===== src/rtl/four_bit_serial_subtractor_if.sv =====
// Request/response bundle for the bit-serial 4-bit subtractor.
// Both directions use the same valid/ready rule: a transfer happens on the
// rising clk edge where valid and ready are both high; the sender holds its
// payload stable while valid is high and ready is low.
interface four_bit_serial_subtractor_if;
    logic       start_valid;
    logic       start_ready;
    logic [3:0] a;
    logic [3:0] b;
    logic       bin;
    logic [3:0] diff;
    logic       bout;
    logic       ovf;
    logic       done_valid;
    logic       done_ready;

    modport master (
        output start_valid, a, b, bin, done_ready,
        input  start_ready, diff, bout, ovf, done_valid
    );

    modport slave (
        input  start_valid, a, b, bin, done_ready,
        output start_ready, diff, bout, ovf, done_valid
    );
endinterface


===== src/rtl/four_bit_serial_subtractor.sv =====
// Bit-serial 4-bit subtractor: diff = a - b - bin, one bit per clock, LSB
// first, with the ripple borrow kept in a register.
// Optional feature macro: SUB_SIGNED_OVF_EN (registered two's-complement
// overflow flag on ovf; when undefined ovf is tied low).
// Outputs come only from registers or the state register, so there is no
// combinational path from any input to any output.
module four_bit_serial_subtractor (
    input  logic                          clk,
    input  logic                          rst,
    four_bit_serial_subtractor_if.slave   bus,
    output logic [1:0]                    state_dbg
);

    typedef enum logic [1:0] {
        IDLE  = 2'd0,
        SHIFT = 2'd1,
        DONE  = 2'd2
    } state_t;

    state_t     state;
    logic [3:0] a_sh;
    logic [3:0] b_sh;
    logic       br;
    logic [1:0] cnt;
    logic [3:0] diff_r;
    logic       bout_r;
    logic       d_bit;
    logic       br_next;

`ifdef SUB_SIGNED_OVF_EN
    logic       br3;
    logic       ovf_r;
`endif

    // One full-subtractor cell applied to the current LSBs of the operands.
    assign d_bit   = a_sh[0] ^ b_sh[0] ^ br;
    assign br_next = (~a_sh[0] & b_sh[0]) | (~(a_sh[0] ^ b_sh[0]) & br);

    assign bus.start_ready = (state == IDLE);
    assign bus.done_valid  = (state == DONE);
    assign bus.diff        = diff_r;
    assign bus.bout        = bout_r;
    assign state_dbg       = state;

`ifdef SUB_SIGNED_OVF_EN
    assign bus.ovf = ovf_r;
`else
    assign bus.ovf = 1'b0;
`endif

    // Control FSM plus datapath shift registers, advanced one bit per cycle.
    always_ff @(posedge clk) begin
        if (rst) begin
            state  <= IDLE;
            a_sh   <= 4'd0;
            b_sh   <= 4'd0;
            br     <= 1'b0;
            cnt    <= 2'd0;
            diff_r <= 4'd0;
            bout_r <= 1'b0;
`ifdef SUB_SIGNED_OVF_EN
            br3    <= 1'b0;
            ovf_r  <= 1'b0;
`endif
        end else begin
            case (state)
                IDLE: begin
                    if (bus.start_valid) begin
                        a_sh  <= bus.a;
                        b_sh  <= bus.b;
                        br    <= bus.bin;
                        cnt   <= 2'd0;
                        state <= SHIFT;
                    end
                end
                SHIFT: begin
                    // New bit enters at the MSB so bit 0 ends at diff[0].
                    diff_r <= {d_bit, diff_r[3:1]};
                    a_sh   <= {1'b0, a_sh[3:1]};
                    b_sh   <= {1'b0, b_sh[3:1]};
                    br     <= br_next;
                    cnt    <= cnt + 2'd1;
`ifdef SUB_SIGNED_OVF_EN
                    // Borrow leaving bit 2 is the borrow into the sign bit.
                    if (cnt == 2'd2) begin
                        br3 <= br_next;
                    end
`endif
                    if (cnt == 2'd3) begin
                        bout_r <= br_next;
`ifdef SUB_SIGNED_OVF_EN
                        // Overflow when borrow into and out of the sign bit differ.
                        ovf_r  <= br3 ^ br_next;
`endif
                        state  <= DONE;
                    end
                end
                DONE: begin
                    if (bus.done_ready) begin
                        state <= IDLE;
                    end
                end
                default: begin
                    state <= IDLE;
                end
            endcase
        end
    end

endmodule


===== src/flat_wrapper.sv =====
// flat-port wrapper written by rule: the top's interface ports become plain ports
module four_bit_serial_subtractor_flat 
  (clk, rst, state_dbg, bus_start_valid, bus_a, bus_b, bus_bin, bus_done_ready, bus_start_ready, bus_diff, bus_bout, bus_ovf, bus_done_valid);
  four_bit_serial_subtractor_if bus_i ();
  input  logic clk;
  input  logic rst;
  output logic [1:0] state_dbg;
  input wire logic [$bits(bus_i.start_valid)-1:0] bus_start_valid;
  input wire logic [$bits(bus_i.a)-1:0] bus_a;
  input wire logic [$bits(bus_i.b)-1:0] bus_b;
  input wire logic [$bits(bus_i.bin)-1:0] bus_bin;
  input wire logic [$bits(bus_i.done_ready)-1:0] bus_done_ready;
  output wire logic [$bits(bus_i.start_ready)-1:0] bus_start_ready;
  output wire logic [$bits(bus_i.diff)-1:0] bus_diff;
  output wire logic [$bits(bus_i.bout)-1:0] bus_bout;
  output wire logic [$bits(bus_i.ovf)-1:0] bus_ovf;
  output wire logic [$bits(bus_i.done_valid)-1:0] bus_done_valid;
  assign bus_i.start_valid = bus_start_valid;
  assign bus_i.a = bus_a;
  assign bus_i.b = bus_b;
  assign bus_i.bin = bus_bin;
  assign bus_i.done_ready = bus_done_ready;
  assign bus_start_ready = bus_i.start_ready;
  assign bus_diff = bus_i.diff;
  assign bus_bout = bus_i.bout;
  assign bus_ovf = bus_i.ovf;
  assign bus_done_valid = bus_i.done_valid;
  four_bit_serial_subtractor u_core (.clk(clk), .rst(rst), .bus(bus_i), .state_dbg(state_dbg));
endmodule

===== config.mk =====
export PLATFORM = sky130hd
export DESIGN_NAME = four_bit_serial_subtractor_flat
export DESIGN_NICKNAME = d
export VERILOG_FILES = /design/src/rtl/four_bit_serial_subtractor_if.sv /design/src/rtl/four_bit_serial_subtractor.sv /design/src/flat_wrapper.sv
export SDC_FILE = /design/constraint.sdc
export NUM_CORES = 1
export LEC_CHECK = 0
export BUFFER_PORTS_ARGS = -buffer_cell sky130_fd_sc_hd__buf_4
export CORE_ASPECT_RATIO = 1.25
export CORE_MARGIN = 3
export CORE_UTILIZATION = 35
export CTS_BUF_LIST = sky130_fd_sc_hd__clkbuf_16
export CTS_CLUSTER_DIAMETER = 50
export CTS_CLUSTER_SIZE = 16
export DETAILED_ROUTE_END_ITERATION = 8
export PLACE_DENSITY = 0.6
export SLEW_MARGIN = 20
export SYNTH_ARGS = -nofsm -noshare
export SYNTH_HDL_FRONTEND = slang
export SYNTH_SLANG_ARGS = --single-unit

===== constraint.sdc =====
create_clock -name clk -period 2 [get_ports clk]
set_clock_uncertainty 0.1 [all_clocks]
set_input_delay 0.1 -clock clk [delete_from_list [all_inputs] [get_ports clk]]
set_output_delay 0.1 -clock clk [all_outputs]
set_load 0.05 [all_outputs]

==> impl_metrics.env, run 1 <==
export IMPL_drive_above_1_share=0.333
export IMPL_status="completed"
export IMPL_clkLatencyLatePin_ns=0.25
export IMPL_setup_viol=0
export IMPL_cts_tree="built"
export IMPL_viasPerCell=4.78
export IMPL_ios=23
export IMPL_rsz0062_at_grt="false"
export IMPL_dp_hpwl_mm=1.13
export IMPL_regToRegSetupSlack_ns=0.62
export IMPL_power_density_nw_per_um2=875
export IMPL_yosys_top_cells_area="dfxtp_1 42%, mux2i_1 14%, nor2_1 5.7%"
export IMPL_synth_edff_count=0
export IMPL_antenna_cells=0
export IMPL_hold_buffers=0
export IMPL_fmax_mhz=709
export IMPL_ctsRootBufferMaster="clkbuf_16"
export IMPL_ctsResizeCount=0
export IMPL_worstSetupEndpointType="primary output"
export IMPL_yosys_area_top_type="dfxtp_1"
export IMPL_synth_area_um2=858
export IMPL_wirelength_mm=1.60
export IMPL_die_area_um2=3090
export IMPL_h_tree_depth=1
export IMPL_critPathLaunchType="flip-flop"
export IMPL_grt_ovfl_total=0
export IMPL_core_area_um2=2260
export IMPL_fin_cells=133
export IMPL_wl_per_cell_um=12.1
export IMPL_clock_sinks=18
export IMPL_multi_input_area_um2=418
export IMPL_yosysSeqAreaShare=0.420
export IMPL_antenna_left=0
export IMPL_ys_ff_latch=18
export IMPL_num_vias=636
export IMPL_drc=0
export IMPL_hold_violations=0
export IMPL_syn_to_final_growth_pct=25.4
export IMPL_seqCellArea_um2=360
export IMPL_placed_area_um2=1000
export IMPL_synth_flop_cell="dfxtp_1"
export IMPL_cts_inserted_buffers=3
export IMPL_grt_pass1_vias=604
export IMPL_firstDrtPassIters=2
export IMPL_final_common_cell="buf_4"
export IMPL_worstPathRequired_ns=1.80
export IMPL_avgSynthCellArea_um2=10.2
export IMPL_place_gp_congestion=0.727
export IMPL_synth_cell_types=25
export IMPL_grt_use_total=0.118
export IMPL_final_util=0.476
export IMPL_dieWidth_um=50.3
export IMPL_synthesis_nets=99
export IMPL_max_cap_violations=0
export IMPL_initial_core_util=0.380
export IMPL_worstPathMaxFanout=15
export IMPL_dp_cells=130
export IMPL_post_cts_buffers=0
export IMPL_min_period_ns=1.41
export IMPL_path_clk_slew_ns=0.05
export IMPL_rows=19
export IMPL_die_h_um=61.4
export IMPL_synth_warnings=0
export IMPL_drt_iter0_drc=2
export IMPL_fin_tns_setup_ns=0
export IMPL_critPathKind="reg -> out"
export IMPL_min_path_type="in -> reg"
export IMPL_p_leak_uw=0.000460
export IMPL_fill_cells=219
export IMPL_max_vdd_ir_drop_mv=0.399
export IMPL_grt_pass1_wl_mm=2.73
export IMPL_antenna_found_initial=0
export IMPL_final_cell_mix="22 x buf_4, 18 x dfxtp_1, 13 x nor2_1, 12 x mux2i_1"
export IMPL_clk_path_buf_depth=2
export IMPL_syn_inst=84
export IMPL_grt_max_degree=19
export IMPL_finalCritPeriodShare=0.705
export IMPL_critPathArrivalTime_ns=1.21
export IMPL_nNetsFinal=119
export IMPL_port_buffers=21
export IMPL_synth_top_area_frac=0.420
export IMPL_async_flop_share=0
export IMPL_final_area_um2=1080
export IMPL_slew_violations=0
[final cells by class]
| type | instances | share of cell area |
|---|---|---|
| timing repair buffer | 22 | 0.153 |
| tap | 31 | 0.0360 |
| clock buffer | 3 | 0.0698 |
| multi-input combinational | 54 | 0.388 |
| inverter | 5 | 0.0174 |
| sequential | 18 | 0.335 |
[report_power, final]
part	switching [uW]	internal, uW	total, uW
Combinational	86.6	65.4	152
Sequential	14.6	383	397
Clock	129	263	392
[cell usage after synthesis (all sizes together), types with 2 or more instances]
cell type  number
buf             7
a211oi          8
nor2           15
inv             5
a21oi           4
mux2i          12
nand4bb         2
dfxtp          18
o21ai           3
[routing by layer]
layer / wire, um / vias to the layer above / GRT usage / share of wire
li1: - / 322 / - / -
met1: 691 / 295 / 0.145 / 0.43
met2: 792 / 15 / 0.192 / 0.49
met3: 77 / 4 / 0.0242 / 0.048
met4: 40 / 0 / 0.0692 / 0.025
met5: 0 / - / 0 / 0
[path summary, 6_finish.rpt]
| kind | cells past startpoint | from | endpoint |
|---|---|---|---|
| max | 3 | u_core.state_dbg[0] | bus_done_valid |
| min | 3 | bus_b[3] | u_core.b_sh[3] |
| max reg2reg | 5 | u_core.b_sh[0] | u_core.br |
| min reg2reg | 2 | u_core.a_sh[3] | u_core.a_sh[3] |
[cells by family (layout without fill, tap and decap cells)]
logic type / Yosys count / after routing / share of synthesized area
compound gates: 18 / 18 / 0.178
fa+ha+maj: 2 / 2 / 0.0379
buf+inv: 12 / 30 / 0.0933
simple gates: 21 / 21 / 0.127
other cells: 1 / 1 / 0.00437
mux: 12 / 12 / 0.140
flops: 18 / 18 / 0.420
[flip-flops by register name, summed over array words and instances, names as in the netlist]
register / count
u_core.a_sh: 4
u_core.b_sh: 4
u_core.bus.diff: 4
u_core.cnt: 2
u_core.state_dbg: 2
u_core.br: 1
u_core.bus.bout: 1
[stage by stage]
step | hold slack (ns) | setup slack, ns | total power [uW]
2_1_floorplan | 0.173 | 0.352 | 521
3_3_place_gp | 0.306 | 0.626 | 556
3_5_place_dp | 0.302 | 0.617 | 558
4_1_cts | 0.0434 | 0.578 | 951
5_1_grt | 0.0739 | 0.515 | 973
6_report | 0.0475 | 0.590 | 941
[worst max-delay path: stages, from the launching register on]
cell	delay [ns]
dfxtp_1	0.32
buf_4	0.23
and2b_1	0.22
buf_4	0.19
Power figures use the tool's default switching activity.
==> run 2, diff against run 1 <==
==> constraint.sdc (replaced) <==
create_clock -name clk -period 1.4 [get_ports clk]
set_clock_uncertainty 0.1 [all_clocks]
set_input_delay 0.07 -clock clk [delete_from_list [all_inputs] [get_ports clk]]
set_output_delay 0.07 -clock clk [all_outputs]
set_load 0.05 [all_outputs]
==> impl_metrics.env, run 2 (synthesized netlist as in run 1, its figures left out) <==
export IMPL_drt_iter0_drc=4
export IMPL_clk_path_buf_depth=2
export IMPL_nNetsFinal=121
export IMPL_min_period_ns=1.31
export IMPL_rr_endpoint="u_core.br"
export IMPL_cts_tree="built"
export IMPL_power_density_nw_per_um2=1240
export IMPL_final_cell_mix="24 x buf_4, 16 x dfxtp_1, 12 x mux2i_1, 12 x nor2_1"
export IMPL_path_cells="inv_1 -> fa_2 -> inv_1 -> mux2i_1 -> a211oi_1"
export IMPL_drc=0
export IMPL_critPathLaunchType="flip-flop"
export IMPL_final_util=0.489
export IMPL_final_common_cell="buf_4"
export IMPL_hold_violations=0
export IMPL_finalCritPeriodShare=0.935
export IMPL_rsz0062_at_grt="false"
export IMPL_die_h_um=61.4
export IMPL_initial_core_util=0.380
export IMPL_ctsRootBufferMaster="clkbuf_16"
export IMPL_fmax_mhz=764
export IMPL_status="completed"
export IMPL_place_gp_congestion=0.675
export IMPL_rr_startpoint="u_core.b_sh[0]"
export IMPL_antenna_found_initial=0
export IMPL_fill_cells=230
export IMPL_cts_inserted_buffers=3
export IMPL_dp_hpwl_mm=1.18
export IMPL_cpMostUsedCell="inv_1"
export IMPL_grt_pass1_vias=647
export IMPL_worstHoldPathCells=3
export IMPL_drive_above_1_share=0.390
export IMPL_grt_pass1_wl_mm=2.86
export IMPL_slew_violations=0
export IMPL_port_buffers=21
export IMPL_fin_tns_setup_ns=0
export IMPL_slowest_stage="fa_2"
export IMPL_worstSetupEndpoint="u_core.br"
export IMPL_h_tree_depth=1
export IMPL_critPathArrivalTime_ns=1.37
export IMPL_die_area_um2=3090
export IMPL_post_cts_buffers=0
export IMPL_antenna_cells=0
export IMPL_viasPerCell=4.84
export IMPL_ios=23
export IMPL_grt_max_degree=19
export IMPL_rows=19
export IMPL_worstSetupEndpointType="flip-flop"
export IMPL_dieWidth_um=50.3
export IMPL_min_path_type="in -> reg"
export IMPL_max_cap_violations=0
export IMPL_antenna_left=0
export IMPL_regToRegSetupSlack_ns=0.09
export IMPL_firstDrtPassIters=4
export IMPL_critical_path_startpoint="u_core.b_sh[0]"
export IMPL_critPathKind="reg -> reg"
export IMPL_whs_ns=0.0153
export IMPL_crit_path_max_incr_delay_ns=0.41
export IMPL_setup_viol=0
export IMPL_ff2ff_path_depth=5
export IMPL_clock_sinks=18
export IMPL_core_area_um2=2260
export IMPL_max_vdd_ir_drop_mv=0.643
export IMPL_grt_use_total=0.128
export IMPL_worstPathMaxFanout=2
export IMPL_num_vias=658
export IMPL_path_clk_slew_ns=0.05
export IMPL_worstPathRequired_ns=1.46
export IMPL_wl_per_cell_um=12.9
export IMPL_p_leak_uw=0.000472
export IMPL_grt_ovfl_total=0
export IMPL_clkLatencyLatePin_ns=0.25
export IMPL_wirelength_mm=1.75
export IMPL_hold_buffers=0
export IMPL_syn_to_final_growth_pct=28.6
## run 2: worst max-delay path: cells and delay by family (launching register included)
| family | cells | cell delay [ns] |
|---|---|---|
| DFF | 1 | 0.32 |
| AOI/OAI and AO/OA | 1 | 0.19 |
| adders and majority gates | 1 | 0.41 |
| muxes | 1 | 0.06 |
| buffers and inverters | 2 | 0.14 |
## run 2: cell type report
class	instances	area, um^2	area share
clock buffer	3	75.1	0.0680
clock inverter	1	3.75	0.00340
multi-input combinational	54	424	0.384
sequential	18	363	0.329
inverter	5	18.8	0.0170
timing repair buffer	24	180	0.163
tap	31	38.8	0.0351
## run 2: how the worst min path moves through the flow
stage | startpoint | end | slack, ns
floorplan | bus_start_valid | u_core.a_sh[3] | 0.14
global placement | bus_b[3] | u_core.b_sh[3] | 0.28
detailed placement | bus_b[3] | u_core.b_sh[3] | 0.28
CTS | bus_b[3] | u_core.b_sh[3] | 0.01
global route | bus_b[3] | u_core.b_sh[3] | 0.02
finish | bus_b[3] | u_core.b_sh[3] | 0.02
## run 2: per-layer routing
| metal | track usage | routed length [um] |
|---|---|---|
| met3 | 0.0339 | 73 |
| met4 | 0.104 | 62 |
| met5 | 0 | 0 |
| met2 | 0.205 | 884 |
| met1 | 0.145 | 730 |
## run 2: through the flow
stage	worst slack [ns]	power [uW]	area, um^2	instances
6_report	0.0903	1370	1100	136
3_5_place_dp	0.0350	804	1020	132
5_1_grt	0.00135	1430	1100	136
4_1_cts	0.0597	1390	1100	136
3_3_place_gp	0.0873	799	1020	132
2_1_floorplan	0.0342	745	865	84
## run 2: power breakdown
| part | switching [uW] | leakage [uW] | internal, uW |
|---|---|---|---|
| Sequential | 25.2 | 0.000149 | 547 |
| Clock | 193 | 0.0000385 | 380 |
| Combinational | 125 | 0.000285 | 100 |
## run 2: repair_timing
action / 4_1_cts / 5_1_grt
endpoints found under the setup margin: 1 / 1
pin swaps: 0 / 1
gates resized for setup: 1 / 0
==> run 3, diff against run 2 <==
--- a/config.mk
+++ b/config.mk
@@ -9,11 +9,12 @@
 export CORE_ASPECT_RATIO = 1.25
 export CORE_MARGIN = 3
 export CORE_UTILIZATION = 35
-export CTS_BUF_LIST = sky130_fd_sc_hd__clkbuf_16
 export CTS_CLUSTER_DIAMETER = 50
 export CTS_CLUSTER_SIZE = 16
 export DETAILED_ROUTE_END_ITERATION = 8
+export HOLD_SLACK_MARGIN = 0.08
 export PLACE_DENSITY = 0.6
+export SETUP_SLACK_MARGIN = 0.5
 export SLEW_MARGIN = 20
 export SYNTH_ARGS = -nofsm -noshare
 export SYNTH_HDL_FRONTEND = slang
==> impl_metrics.env, run 3 (synthesized netlist as in run 1, its figures left out) <==
export IMPL_critPathKind="reg -> reg"
export IMPL_antenna_found_initial=0
export IMPL_fill_cells=192
export IMPL_clkLatencyLatePin_ns=0.29
export IMPL_grt_use_total=0.150
export IMPL_critPathLaunchType="flip-flop"
export IMPL_worstHoldPathCells=2
export IMPL_firstDrtPassIters=4
export IMPL_slew_violations=0
export IMPL_drt_iter0_drc=16
export IMPL_path_delay_family="adder cells"
export IMPL_cts_inserted_buffers=3
export IMPL_grt_max_degree=19
export IMPL_dp_cells=130
export IMPL_worstSetupEndpointType="flip-flop"
export IMPL_core_area_um2=2260
export IMPL_antenna_cells=0
export IMPL_worstPathMaxFanout=2
export IMPL_clk_path_buf_depth=2
export IMPL_clock_sinks=18
export IMPL_path_buf_inv=2
export IMPL_fin_cells=157
export IMPL_grt_pass1_vias=791
export IMPL_grt_ovfl_total=0
export IMPL_initial_core_util=0.380
export IMPL_ff2ff_path_depth=5
export IMPL_ctsRootBufferMaster="clkbuf_4"
export IMPL_status="complete, but fails checks"
export IMPL_rows=19
export IMPL_min_period_ns=1.28
export IMPL_final_cell_mix="22 x buf_4, 10 x mux2i_1, 10 x nor2_1, 10 x buf_6, 9 x dfxtp_2"
export IMPL_rr_startpoint="u_core.br"
export IMPL_power_density_nw_per_um2=812
export IMPL_seqCellArea_um2=379
export IMPL_slowest_stage="fa_2"
export IMPL_worstPathRequired_ns=1.50
export IMPL_hold_buffers=3
export IMPL_drc=0
export IMPL_path_cells="inv_2 -> fa_2 -> inv_1 -> mux2i_1 -> a211oi_1"
export IMPL_path_clk_slew_ns=0.10
export IMPL_fmax_mhz=782
export IMPL_max_vdd_ir_drop_mv=0.512
export IMPL_num_vias=761
export IMPL_die_area_um2=3090
export IMPL_hold_start="rst"
export IMPL_cts_tree="built"
export IMPL_final_util=0.645
export IMPL_antenna_left=0
export IMPL_final_common_cell="buf_4"
export IMPL_crit_path_max_incr_delay_ns=0.39
export IMPL_fin_tns_setup_ns=0
export IMPL_dp_hpwl_mm=1.10
export IMPL_grt_pass1_wl_mm=3.46
export IMPL_h_tree_depth=1
export IMPL_die_h_um=61.4
export IMPL_dieWidth_um=50.3
export IMPL_setup_viol=0
export IMPL_syn_to_final_growth_pct=69.7
export IMPL_hold_violations=1
export IMPL_whs_endpoint="u_core.a_sh[3]"
export IMPL_whs_ns=-0.00235
export IMPL_wirelength_mm=2.13
export IMPL_drive_above_1_share=0.651
export IMPL_p_leak_uw=0.000601
export IMPL_violations="negative hold slack"
export IMPL_max_cap_violations=0
export IMPL_finalCritPeriodShare=0.914
export IMPL_multi_input_area_um2=544
export IMPL_viasPerCell=4.85
export IMPL_min_path_type="in -> reg"
export IMPL_rr_endpoint="u_core.br"
export IMPL_place_gp_congestion=0.698
export IMPL_rsz0062_at_grt="true"
export IMPL_port_buffers=21
export IMPL_nNetsFinal=143
export IMPL_wl_per_cell_um=13.6
export IMPL_critPathArrivalTime_ns=1.38
export IMPL_regToRegSetupSlack_ns=0.12
export IMPL_ios=23
run 3: metal layers:
metal  up-vias  wire [um]  GRT usage
met5         -          0          0
li1        379          -          -
met2        16       1120      0.267
met3         4         80     0.0242
met1       362        898      0.172
met4         0         36     0.0846
run 3: what timing repair did:
action                     CTS  global route
cloned                       2             0
setup endpoints to repair   27            27
pin swaps                   15            11
gates resized for setup     41            18
setup buffers               17             2
hold endpoints to repair    18            18
run 3: area by class of cell:
type | count | share of cell area
clock buffer | 3 | 0.0155
inverter | 5 | 0.0129
multi-input combinational | 56 | 0.374
sequential | 18 | 0.260
tap | 31 | 0.0266
timing repair buffer | 44 | 0.311
run 3: worst max path at each step:
stage / endpoint / startpoint / depth (start not counted)
floorplan: u_core.b_sh[2] / u_core.state_dbg[1] / 5
global placement: u_core.br / u_core.b_sh[0] / 5
detailed placement: u_core.br / u_core.b_sh[0] / 5
CTS: u_core.br / u_core.br / 5
global route: u_core.br / u_core.br / 5
finish: u_core.br / u_core.br / 5
run 3: metrics by stage:
step                      hold WS [ns]  area [um^2]  setup slack [ns]  power (uW)
after CTS                      -0.0160         1360             0.136        1160
after global routing            0.0108         1460            0.0625        1240
after detailed placement         0.275         1030             0.114         805
after global placement           0.284         1030             0.141         801
after floorplan                  0.143          896             0.150         755
final                         -0.00235         1460             0.121        1180
run 3: report_power, final:
part	switching [uW]	total (uW)	internal, uW
Clock	154	255	100
Sequential	30.4	576	546
Combinational	162	352	189
Total	347	1180	835
